### config.mk
export PLATFORM = sky130hd
export DESIGN_NAME = nat_tuple_traffic_gen
export DESIGN_NICKNAME = d
export VERILOG_FILES = /design/src/rtl/nat_tuple_traffic_gen.sv
export SDC_FILE = /design/constraint.sdc
export NUM_CORES = 2
export LEC_CHECK = 0
export CORE_MARGIN = 4
export CORE_UTILIZATION = 60
export CTS_CLUSTER_SIZE = 28
export DETAILED_ROUTE_END_ITERATION = 8
export MAX_ROUTING_LAYER = met4
export PLACE_DENSITY = 0.78
export SLEW_MARGIN = 20
export SYNTH_ARGS = -nofsm -noshare
export SYNTH_HDL_FRONTEND = slang
export SYNTH_SLANG_ARGS = --single-unit
### constraint.sdc
create_clock -name clk -period 11.8 [get_ports clk]
set_clock_uncertainty 0.15 [all_clocks]
set_input_delay 2.36 -clock clk [delete_from_list [all_inputs] [get_ports clk]]
set_output_delay 2.36 -clock clk [all_outputs]
set_load 0.01 [all_outputs]
### src/rtl/nat_tuple_traffic_gen.sv
`default_nettype none
// +--------------------------------------------------------------------------+
// | nat_tuple_traffic_gen                                                    |
// | AXI-Stream 5-tuple frame generator and return-path checker for NAT soak. |
// | Optional: GEN_RANDOM_STALL_EN adds inter-frame gaps and RX backpressure. |
// | Revision: 1.0                                                            |
// +--------------------------------------------------------------------------+
module nat_tuple_traffic_gen #(
  parameter int          DATA_WIDTH  = 64,
  parameter int          FRAME_BYTES = 64,
  parameter logic [31:0] NUM_TUPLES  = 32'd1024,
  parameter int          EXP_DEPTH   = 16,
  parameter logic [31:0] REPEAT_MASK = 32'd1,
  parameter logic [7:0]  PROTO       = 8'h06,
  parameter logic [31:0] SEED        = 32'h1ACE_B00C
) (
  input  logic                    clk,
  input  logic                    rst_n,
  input  logic                    start,
  output logic                    busy,
  output logic                    done,
  output logic [31:0]             pass_cnt,
  output logic [31:0]             err_cnt,
  output logic [31:0]             first_err_idx,
  output logic [DATA_WIDTH-1:0]   m_axis_tdata,
  output logic [DATA_WIDTH/8-1:0] m_axis_tkeep,
  output logic                    m_axis_tlast,
  output logic                    m_axis_tvalid,
  input  logic                    m_axis_tready,
  input  logic [DATA_WIDTH-1:0]   s_axis_tdata,
  input  logic [DATA_WIDTH/8-1:0] s_axis_tkeep,
  input  logic                    s_axis_tlast,
  input  logic                    s_axis_tvalid,
  output logic                    s_axis_tready
);
  localparam int BYTES = DATA_WIDTH / 8;
  localparam int BEATS = FRAME_BYTES / BYTES;
  localparam int BW    = $clog2(BEATS + 1);
  localparam int AW    = (EXP_DEPTH > 1) ? $clog2(EXP_DEPTH) : 1;
  localparam logic [BW-1:0] LAST_BEAT = BW'(BEATS - 1);
  localparam logic [AW:0]   DEPTH     = (AW + 1)'(EXP_DEPTH);
  localparam logic [31:0]   POLY      = 32'h8020_0003;

  typedef enum logic [2:0] {S_IDLE, S_GEN, S_WAIT, S_SEND, S_DRAIN} state_t;

  function automatic logic [31:0] lfsr_step(input logic [31:0] v);
    return {1'b0, v[31:1]} ^ (v[0] ? POLY : 32'h0);
  endfunction

  function automatic logic [31:0] sat_inc(input logic [31:0] v);
    return (v == 32'hFFFF_FFFF) ? v : v + 32'd1;
  endfunction

  // Tuple packing: {src_ip, dst_ip, src_port, dst_port}, each field LSB first on the wire.
  function automatic logic [7:0] frame_byte(input int k, input logic [95:0] t);
    logic [7:0] b;
    b = 8'h00;
    if (k == 0)                   b = 8'h01;
    else if (k == 12)             b = 8'h08;
    else if (k == 13)             b = 8'h06;
    else if (k == 23)             b = PROTO;
    else if (k >= 26 && k <= 29)  b = 8'(t >> (64 + 8 * (k - 26)));
    else if (k >= 30 && k <= 33)  b = 8'(t >> (32 + 8 * (k - 30)));
    else if (k >= 34 && k <= 35)  b = 8'(t >> (16 + 8 * (k - 34)));
    else if (k >= 36 && k <= 37)  b = 8'(t >> (8 * (k - 36)));
    return b;
  endfunction

  state_t          state_q, state_d;
  logic [1:0]      gen_cnt_q, gen_cnt_d;
  logic [95:0]     draw_q, draw_d;
  logic [95:0]     tuple_q, tuple_d;
  logic [31:0]     lfsr_q, lfsr_d;
  logic [BW-1:0]   beat_q, beat_d;
  logic [31:0]     tx_idx_q, tx_idx_d;
  logic [31:0]     rx_idx_q, rx_idx_d;
  logic [31:0]     pass_q, pass_d;
  logic [31:0]     err_q, err_d;
  logic [31:0]     first_err_q, first_err_d;
  logic            done_q, done_d;
  logic [AW-1:0]   wr_ptr_q, wr_ptr_d, rd_ptr_q, rd_ptr_d;
  logic [AW:0]     count_q, count_d;
  logic [15:0]     rx_beat_q, rx_beat_d;
  logic [119:0]    cap_q, cap_d;
  logic [95:0]     fifo_mem [EXP_DEPTH];

  logic            w_push, w_pop, w_tx_hs, w_rx_hs, w_match;
  logic [31:0]     w_lfsr_next;
  logic [119:0]    w_cap_next, w_exp_vec;
  logic [DATA_WIDTH-1:0] w_beat_data;
  logic            unused_tkeep;

  assign unused_tkeep  = ^s_axis_tkeep;
  assign w_lfsr_next   = lfsr_step(lfsr_q);
  assign busy          = (state_q != S_IDLE);
  assign done          = done_q;
  assign pass_cnt      = pass_q;
  assign err_cnt       = err_q;
  assign first_err_idx = first_err_q;
  assign m_axis_tkeep  = '1;
  assign m_axis_tvalid = (state_q == S_SEND);
  assign m_axis_tlast  = (state_q == S_SEND) && (beat_q == LAST_BEAT);
  assign m_axis_tdata  = (state_q == S_SEND) ? w_beat_data : '0;
  assign w_tx_hs       = m_axis_tvalid && m_axis_tready;
  assign w_rx_hs       = s_axis_tvalid && s_axis_tready;

`ifdef GEN_RANDOM_STALL_EN
  logic        gap_q, gap_d;
  logic [15:0] rx_lfsr_q, rx_lfsr_d;
  logic        w_gen_hold;
  assign w_gen_hold    = gap_q;
  assign s_axis_tready = busy && !rx_lfsr_q[0];

  always_comb begin
    gap_d     = gap_q;
    rx_lfsr_d = rx_lfsr_q;
    if (busy) rx_lfsr_d = {1'b0, rx_lfsr_q[15:1]} ^ (rx_lfsr_q[0] ? 16'hB400 : 16'h0000);
    if (state_q == S_GEN) gap_d = 1'b0;
    if (state_q == S_SEND && w_tx_hs && beat_q == LAST_BEAT) gap_d = lfsr_q[5];
  end

  always_ff @(posedge clk or negedge rst_n) begin
    if (!rst_n) begin
      gap_q     <= 1'b0;
      rx_lfsr_q <= 16'hACE1;
    end else begin
      gap_q     <= gap_d;
      rx_lfsr_q <= rx_lfsr_d;
    end
  end
`else
  logic w_gen_hold;
  assign w_gen_hold    = 1'b0;
  assign s_axis_tready = busy;
`endif

  always_comb begin
    w_beat_data = '0;
    for (int j = 0; j < BYTES; j++)
      w_beat_data[8*j +: 8] = frame_byte(int'(beat_q) * BYTES + j, tuple_q);
  end

  // Captured window covers bytes 23..37; 24 and 25 are never written and stay 0.
  always_comb begin
    w_cap_next = cap_q;
    w_exp_vec  = '0;
    for (int p = 0; p < 15; p++) begin
      w_exp_vec[8*p +: 8] = frame_byte(23 + p, fifo_mem[rd_ptr_q]);
      if (p != 1 && p != 2 && rx_beat_q == 16'((23 + p) / BYTES))
        w_cap_next[8*p +: 8] = s_axis_tdata[8*((23 + p) % BYTES) +: 8];
    end
  end

  always_comb begin
    state_d     = state_q;
    gen_cnt_d   = gen_cnt_q;
    draw_d      = draw_q;
    tuple_d     = tuple_q;
    lfsr_d      = lfsr_q;
    beat_d      = beat_q;
    tx_idx_d    = tx_idx_q;
    rx_idx_d    = rx_idx_q;
    pass_d      = pass_q;
    err_d       = err_q;
    first_err_d = first_err_q;
    done_d      = done_q;
    rx_beat_d   = rx_beat_q;
    cap_d       = cap_q;
    w_push      = 1'b0;
    w_pop       = 1'b0;
    w_match     = 1'b0;

    case (state_q)
      S_IDLE: if (start) begin
        state_d     = S_GEN;
        gen_cnt_d   = 2'd0;
        tx_idx_d    = 32'd0;
        rx_idx_d    = 32'd0;
        pass_d      = 32'd0;
        err_d       = 32'd0;
        first_err_d = 32'hFFFF_FFFF;
        done_d      = 1'b0;
      end
      S_GEN: if (!w_gen_hold) begin
        lfsr_d    = w_lfsr_next;
        gen_cnt_d = gen_cnt_q + 2'd1;
        case (gen_cnt_q)
          2'd0:    draw_d[95:64] = w_lfsr_next;
          2'd1:    draw_d[63:32] = w_lfsr_next;
          2'd2:    draw_d[31:0]  = w_lfsr_next;
          default: begin
            tuple_d = (tx_idx_q != 32'd0 && (w_lfsr_next & REPEAT_MASK) != 32'd0) ? tuple_q : draw_q;
            state_d = S_WAIT;
          end
        endcase
      end
      S_WAIT: if (count_q != DEPTH) begin
        w_push  = 1'b1;
        beat_d  = '0;
        state_d = S_SEND;
      end
      S_SEND: if (w_tx_hs) begin
        if (beat_q == LAST_BEAT) begin
          beat_d    = '0;
          gen_cnt_d = 2'd0;
          tx_idx_d  = tx_idx_q + 32'd1;
          state_d   = (tx_idx_q == NUM_TUPLES - 32'd1) ? S_DRAIN : S_GEN;
        end else begin
          beat_d = beat_q + BW'(1);
        end
      end
      S_DRAIN: if (rx_idx_q == NUM_TUPLES) begin
        done_d  = 1'b1;
        state_d = S_IDLE;
      end
      default: state_d = S_IDLE;
    endcase

    if (w_rx_hs) begin
      cap_d     = w_cap_next;
      rx_beat_d = rx_beat_q + 16'd1;
      if (s_axis_tlast) begin
        cap_d     = '0;
        rx_beat_d = 16'd0;
        rx_idx_d  = sat_inc(rx_idx_q);
        if (count_q != '0) begin
          w_pop   = 1'b1;
          w_match = (w_cap_next == w_exp_vec);
        end
        if (w_match) begin
          pass_d = sat_inc(pass_q);
        end else begin
          err_d = sat_inc(err_q);
          if (first_err_q == 32'hFFFF_FFFF) first_err_d = rx_idx_q;
        end
      end
    end
  end

  always_comb begin
    wr_ptr_d = w_push ? wr_ptr_q + AW'(1) : wr_ptr_q;
    rd_ptr_d = w_pop  ? rd_ptr_q + AW'(1) : rd_ptr_q;
    count_d  = count_q;
    if (w_push && !w_pop)      count_d = count_q + (AW + 1)'(1);
    else if (!w_push && w_pop) count_d = count_q - (AW + 1)'(1);
  end

  always_ff @(posedge clk) begin
    if (w_push) fifo_mem[wr_ptr_q] <= tuple_q;
  end

  always_ff @(posedge clk or negedge rst_n) begin
    if (!rst_n) begin
      state_q     <= S_IDLE;
      gen_cnt_q   <= 2'd0;
      draw_q      <= '0;
      tuple_q     <= '0;
      lfsr_q      <= SEED;
      beat_q      <= '0;
      tx_idx_q    <= 32'd0;
      rx_idx_q    <= 32'd0;
      pass_q      <= 32'd0;
      err_q       <= 32'd0;
      first_err_q <= 32'hFFFF_FFFF;
      done_q      <= 1'b0;
      wr_ptr_q    <= '0;
      rd_ptr_q    <= '0;
      count_q     <= '0;
      rx_beat_q   <= 16'd0;
      cap_q       <= '0;
    end else begin
      state_q     <= state_d;
      gen_cnt_q   <= gen_cnt_d;
      draw_q      <= draw_d;
      tuple_q     <= tuple_d;
      lfsr_q      <= lfsr_d;
      beat_q      <= beat_d;
      tx_idx_q    <= tx_idx_d;
      rx_idx_q    <= rx_idx_d;
      pass_q      <= pass_d;
      err_q       <= err_d;
      first_err_q <= first_err_d;
      done_q      <= done_d;
      wr_ptr_q    <= wr_ptr_d;
      rd_ptr_q    <= rd_ptr_d;
      count_q     <= count_d;
      rx_beat_q   <= rx_beat_d;
      cap_q       <= cap_d;
    end
  end
endmodule
`default_nettype wire
After elaboration in Yosys (flattened, before gate mapping)
Memories as Yosys holds them, arrays and structs flattened.
Cells that the tools add are included.
{"block": "word_totals", "inputBits": 78, "word_cells": 445, "ramBits": 1536, "output_inout_bits": 173, "reg_bits": 527, "n_memories": 1}
{"block": "classes", "n_bitwise": 3, "n_lt_le_gt_ge": 64, "shifts": 32, "addsub": 74, "n_reduce_logical": 68, "muxes": 136, "n_eq_ne": 48}
{"name": "fifo_mem", "words": 16, "word_bits": 96, "rd": 1, "rd_clocked_by_memory_dff": 0, "wr": 1, "line_no": "85", "text": "logic [95:0] fifo_mem [EXP_DEPTH];"}
{"cell": "96-bit by 32-bit right shift with 8-bit output", "n": 32}
{"cell": "32-bit 2-to-1 mux", "n": 27}
{"cell": "8-bit 2-to-1 mux", "n": 74}
{"cell": "32-bit zero test", "n": 8}
{"cell": "8-bit by 6-bit <= comparator with 1-bit output, second input constant", "n": 21}
{"cell": "32-bit by 1-bit adder with 32-bit output, second input constant", "n": 4}
{"cell": "32-bit == test, second input constant", "n": 4}
{"cell": "8-bit by 5-bit subtractor with 9-bit output, second input constant", "n": 14}
{"cell": "8-bit by 6-bit subtractor with 9-bit output, second input constant", "n": 14}
{"cell": "120-bit 2-to-1 mux", "n": 1}
{"cell": "8-bit by 4-bit == test with 1-bit output, second input constant", "n": 14}
{"cell": "8-bit by 5-bit >= comparator with 1-bit output, second input constant", "n": 14}
{"cell": "8-bit by 6-bit >= comparator with 1-bit output, second input constant", "n": 14}
{"cell": "104-bit == test", "n": 1}
{"cell": "6-bit by 12-bit adder with 13-bit output, first input constant", "n": 7}
{"cell": "7-bit by 12-bit adder with 13-bit output, first input constant", "n": 7}
{"cell": "8-bit by 12-bit adder with 13-bit output, first input constant", "n": 7}
{"cell": "64-bit 2-to-1 mux", "n": 1}
{"cell": "32-bit case mux with 2 select lines", "n": 1}
{"cell": "8-bit by 5-bit == test with 1-bit output, second input constant", "n": 7}
{"cell": "8-bit by 5-bit <= comparator with 1-bit output, second input constant", "n": 7}
{"cell": "1-bit logical AND", "n": 38}
{"cell": "7-bit by 3-bit adder with 8-bit output, second input constant", "n": 4}
{"cell": "16-bit by 2-bit == test with 1-bit output, second input constant", "n": 2}
{"cell": "55 further kinds", "n": 102}

Longest topological paths before layout
{"block": "depth", "ltp_word": 12, "depth_mapped": 18, "depth_no_buf": 13}

Worst setup path before layout
No wires, ideal clock.
{"block": "synth_path", "kind": "flip-flop to output port", "start": "reg beat_q[0]", "end": "out m_axis_tdata[44]", "n_path_buf": 2, "slack_ns": 6.593, "required_time_ns": 9.290, "arrival_ns": 2.697, "path_stages_with_launch": 13, "path_cell_list": "dfrtp_1 clkbuf_1 inv_1 ha_1 nand2_1 o22ai_1 nor2_1 nor3_1 a31oi_1 nor3_1 clkbuf_1 a22oi_1 nor2_1"}
{"block": "synth_via", "elab_chain_cells": 12, "elab_cells_between_ends": 37, "cone_classes": "8 x add/sub; 8 x order compare; 3 x eq/ne; 4 x shift; 9 x mux; 5 x reduce/logical"}
{"item": "from (decl)", "line_no": "74", "text": "logic [BW-1:0] beat_q, beat_d;"}
{"item": "from (signal assigned)", "line_no": "277", "text": "beat_q <= beat_d;"}
{"item": "7-bit by 3-bit adder with 8-bit output (*)", "line_no": "140", "text": "w_beat_data[8*j +: 8] = frame_byte(int'(beat_q) * BYTES + j, tuple_q);"}
{"item": "8-bit by 6-bit subtractor with 9-bit output (tied with other cells)", "line_no": "64", "text": "else if (k >= 34 && k <= 35) b = 8'(t >> (16 + 8 * (k - 34)));"}
{"item": "6-bit by 12-bit adder with 13-bit output (tied with other cells)", "line_no": "64"}
{"item": "96-bit by 32-bit right shift with 8-bit output or 8-bit 2-to-1 mux (tied branches)", "line_no": "64, 65"}
{"item": "8-bit 2-to-1 mux", "line_no": "64"}
{"item": "8-bit 2-to-1 mux", "line_no": "63", "text": "else if (k >= 30 && k <= 33) b = 8'(t >> (32 + 8 * (k - 30)));"}
{"item": "8-bit 2-to-1 mux", "line_no": "62", "text": "else if (k >= 26 && k <= 29) b = 8'(t >> (64 + 8 * (k - 26)));"}
{"item": "8-bit 2-to-1 mux", "line_no": "61", "text": "else if (k == 23) b = PROTO;"}
{"item": "8-bit 2-to-1 mux", "line_no": "60", "text": "else if (k == 13) b = 8'h06;"}
{"item": "8-bit 2-to-1 mux", "line_no": "59", "text": "else if (k == 12) b = 8'h08;"}
{"item": "8-bit 2-to-1 mux (*)", "line_no": "58", "text": "if (k == 0) b = 8'h01;"}
{"item": "64-bit 2-to-1 mux (*)", "line_no": "103", "text": "assign m_axis_tdata = (state_q == S_SEND) ? w_beat_data : '0;"}
{"item": "to (decl)", "line_no": "25", "text": "output logic [DATA_WIDTH-1:0] m_axis_tdata,"}
Mark *: on every way between the ends. The rest lies on a longest branch, timed or not.

Final worst setup path
{"block": "layout_path", "start": "reg beat_q[0]", "end": "out m_axis_tdata[57]"}
The elaborated chain is that of the path after synthesis.

==> impl_metrics.yaml <==
floorplan:
  rows: 137
  fp.dieW_microns: 384
  die_y_microns: 384
  start_util_pct: 60.5
  core_sq_um: 140000
  die_area_sq_um: 147000
  io_pins: 251
critical_path:
  cp_common_cell: "nand2_1"
  critPathSlowestCell: "nor3_4"
  path_cells: "buf_4 > inv_1 > ha_1 > nand2_1 > o22ai_1 > nor2_1 > nor3_1 > a31oi_1 > o32a_1 > nor3_4 > nand2_1 > o21ai_0 > clkdlybuf4s50_1"
  critPathKind: "flop to output pin"
  critPathLaunchType: "flop"
  r2r_start: "rd_ptr_q[0]"
  cp_max_fo: 39
  reg2reg_setup_slack_ns: 4.88
  cp.buffers_inverters: 3
  slowest_delay_ns: 0.63
  crit_path_end_kind: "output pin"
  reg2reg_depth: 12
  cp_top_family: "buffers and inverters"
  worstSetupStartpoint: "beat_q[0]"
  r2r-end: "pass_cnt[0]"
  critPathRequiredTime_ns: 9.29
  cp.arrival_ns: 4.78
logic_synthesis:
  synthFlopType: "edfxtp_1"
  syn_inst: 4989
  synth_area_leaders: "edfxtp_1, dfrtp_1, mux4_2, mux2_2, a22oi_1"
  avgSynthCellArea_sq_um: 17.0
  netlist_area_sq_um: 84600
  ys_warn_count: 0
  netlist_top_cells_count: "edfxtp_1, dfrtp_1, mux4_2"
  yosysSeqAreaShare_pct: 70.2
  ys_types: 86
  synth_enable_flop_cells: 1536
  synthArstFlopShare_pct: 25.5
  synth_top_cell_by_area: "edfxtp_1"
  synth-seq-cells: 2063
  synth.most_common_cell: "edfxtp_1"
  synth.top_cell.area_share_pct: 54.5
clock_network:
  cts_setup_buffers: 0
  ctsHoldBuffers: 0
  cts-resized-gates: 0
  path_clk_slew_ns: 0.06
  clock_sinks: 2063
  cts_tree: "yes"
  numCtsBuffers: 195
  cts_max_path_buffers: 3
  clk_latency_ns: 0.85
  htreeDepth: 4
  cts_root_buf: "clkbuf_16"
power_and_ir_drop:
  p_per_area_nw_per_um2: 247
  leakage_nw: 34.0
  ir_drop_v: 0.000228
sta:
  hold_viol_final: 0
  setup_slack_ns: 4.51
  drv_slew: 0
  fin_crit_ns: 7.29
  worst_pin_slew_ns: 1.15
  rsz0062_at_grt: "false"
  fmax_ghz: 0.137
  timing.final.crit_share_pct: 61.8
  setup_viol: 0
  relSlewSlack_pct: 23.1
  tns_ns: 0
routing:
  wirelength_met1_microns: 84000
  routedWlPerCell_microns: 32.5
  highest_layer: "met4"
  via_per_inst: 6.90
  wl_met3_microns: 33500
  wl_met2_microns: 110000
  detail_route.iter0.violations: 7994
  via_count: 50224
  first_pass_iters: 6
  detail-route-antenna-nets: 0
  wirelength_microns: 237000
  drc: 0
place:
  placed_cells: 6893
  dpl.hpwl_microns: 136000
  place_congestion: 0.914
  placed_area_sq_um: 88700
  portBuffers: 234
  dp_slack_ns: 4.97
global_routing:
  overflow: 0
  grt_pass1_vias: 50030
  grt_pass1_wl_microns: 344000
  antenna_found_initial: 24
  grt_max_degree: 143
  grtUsageTotal_pct: 33.3
finish:
  drive_above_1_share_pct: 21.0
  fillers: 8664
  num-nets-final: 5321
  finalNonFillerCells: 7279
  final_cell_area_sq_um: 95400
  areaGrowthSynthToFinish_pct: 12.7
min_path:
  holdCritPathClass: "flop to flop"
  hold_depth: 2
  holdCritStartpoint: "cap_q[52]"
  hold_path_end: "cap_q[52]"
outcome:
  status: "finished, final reports clean"
run:
  cap_violations: 0
[per-stage QoR]
| step | hold WS (ns) | util, % | total power, mW |
|---|---|---|---|
| 3_3_place_gp | 0.306 | 63.4 | 16.8 |
| 4_1_cts | 0.330 | 68.1 | 23.5 |
| 3_5_place_dp | 0.316 | 63.4 | 17.0 |
| 5_1_grt | 0.353 | 68.2 | 24.4 |
| 2_1_floorplan | 0.294 | - | 14.3 |
| 6_report | 0.329 | 68.2 | 23.6 |
[worst max path at each step]
stage	cells after the start	slack, ns	end
after global routing	13	4.25	m_axis_tdata[58]
after CTS	12	4.22	m_axis_tdata[59]
after global placement	9	4.99	pass_cnt[14]
final	13	4.51	m_axis_tdata[57]
after detailed placement	12	4.97	pass_cnt[0]
after floorplan	12	6.59	m_axis_tdata[44]
[worst register-to-register path, stage by stage (launching register included)]
cell and delay, ns:
dfrtp_4 0.92, buf_12 0.52, buf_4 0.81, mux4_2 0.68
a22oi_1 0.27, nand2_1 0.32, and3_1 0.25, or4_1 0.59
nor4_1 0.18, and4_1 0.30, nand4_2 0.52, o21ai_1 1.04
mux2i_1 0.19
[routing by layer]
layer  vias to the layer above  track usage (%)
li1                      20286                -
met1                     25741             44.8
met2                      3653             49.4
met3                       544             9.76
met4                         0             11.8
met5                         -                -
[final cells by class]
cell class / instances / area, sq um / share of cell area, %
multi-input combinational: 2591 / 23800 / 25.0
tap: 1876 / 2350 / 2.46
sequential: 2063 / 59400 / 62.2
antenna: 16 / 40.0 / 0.0420
clock buffer: 252 / 5280 / 5.53
clock inverter: 116 / 1300 / 1.36
inverter: 43 / 161 / 0.169
timing repair buffer: 322 / 3080 / 3.23
[power by group]
group	switching, mW	internal (mW)	total (mW)	leakage (nW)
Sequential	1.33	9.12	10.4	21.0
Combinational	3.96	2.76	6.72	9.86
Clock	2.78	3.66	6.44	3.18
Total	8.08	15.5	23.6	34.0
[cell usage in the layout (no fill, tap or decap), types with 53 or more instances in the layout]
cell             Yosys  final
edfxtp_1          1536   1536
dfrtp_1            482    477
mux4_2             385    385
nand2_1            311    309
mux2_2             252    252
a22oi_1            233    233
clkdlybuf4s50_1      0    232
o21ai_0            211    211
clkbuf_16            0    197
nor2_1             168    164
nand3_1            106    105
a21oi_1             82     82
buf_4               38     80
mux2i_1             75     75
and3_1              72     68
xnor2_1             55     55
nand4_1             54     54
xor2_1              53     53
[registers in the layout, indices dropped and copies added (netlist names)]
register	flops
lfsr_q	32
beat_q	4
count_q	5
cap_q	104
first_err_idx	32
err_cnt	32
rd_ptr_q	4
done	1
tx_idx_q	32
rx_beat_q	16
pass_cnt	32
rx_idx_q	32
state_q	3
fifo_mem	1536
tuple_q	96
gen_cnt_q	2
draw_q	96
wr_ptr_q	4
[cells by family after synthesis]
family,Yosys count,synth area share [%]
DFF,2063,70.2
and+or+nand+nor,933,5.46
AOI/OAI and AO/OA,803,6.43
muxes,712,14.5
buffers and inverters,342,1.93
xor gates and xnor gates,108,1.12
adders and majority gates,27,0.408
other,1,0.00443
Power figures use the tool's default switching activity.
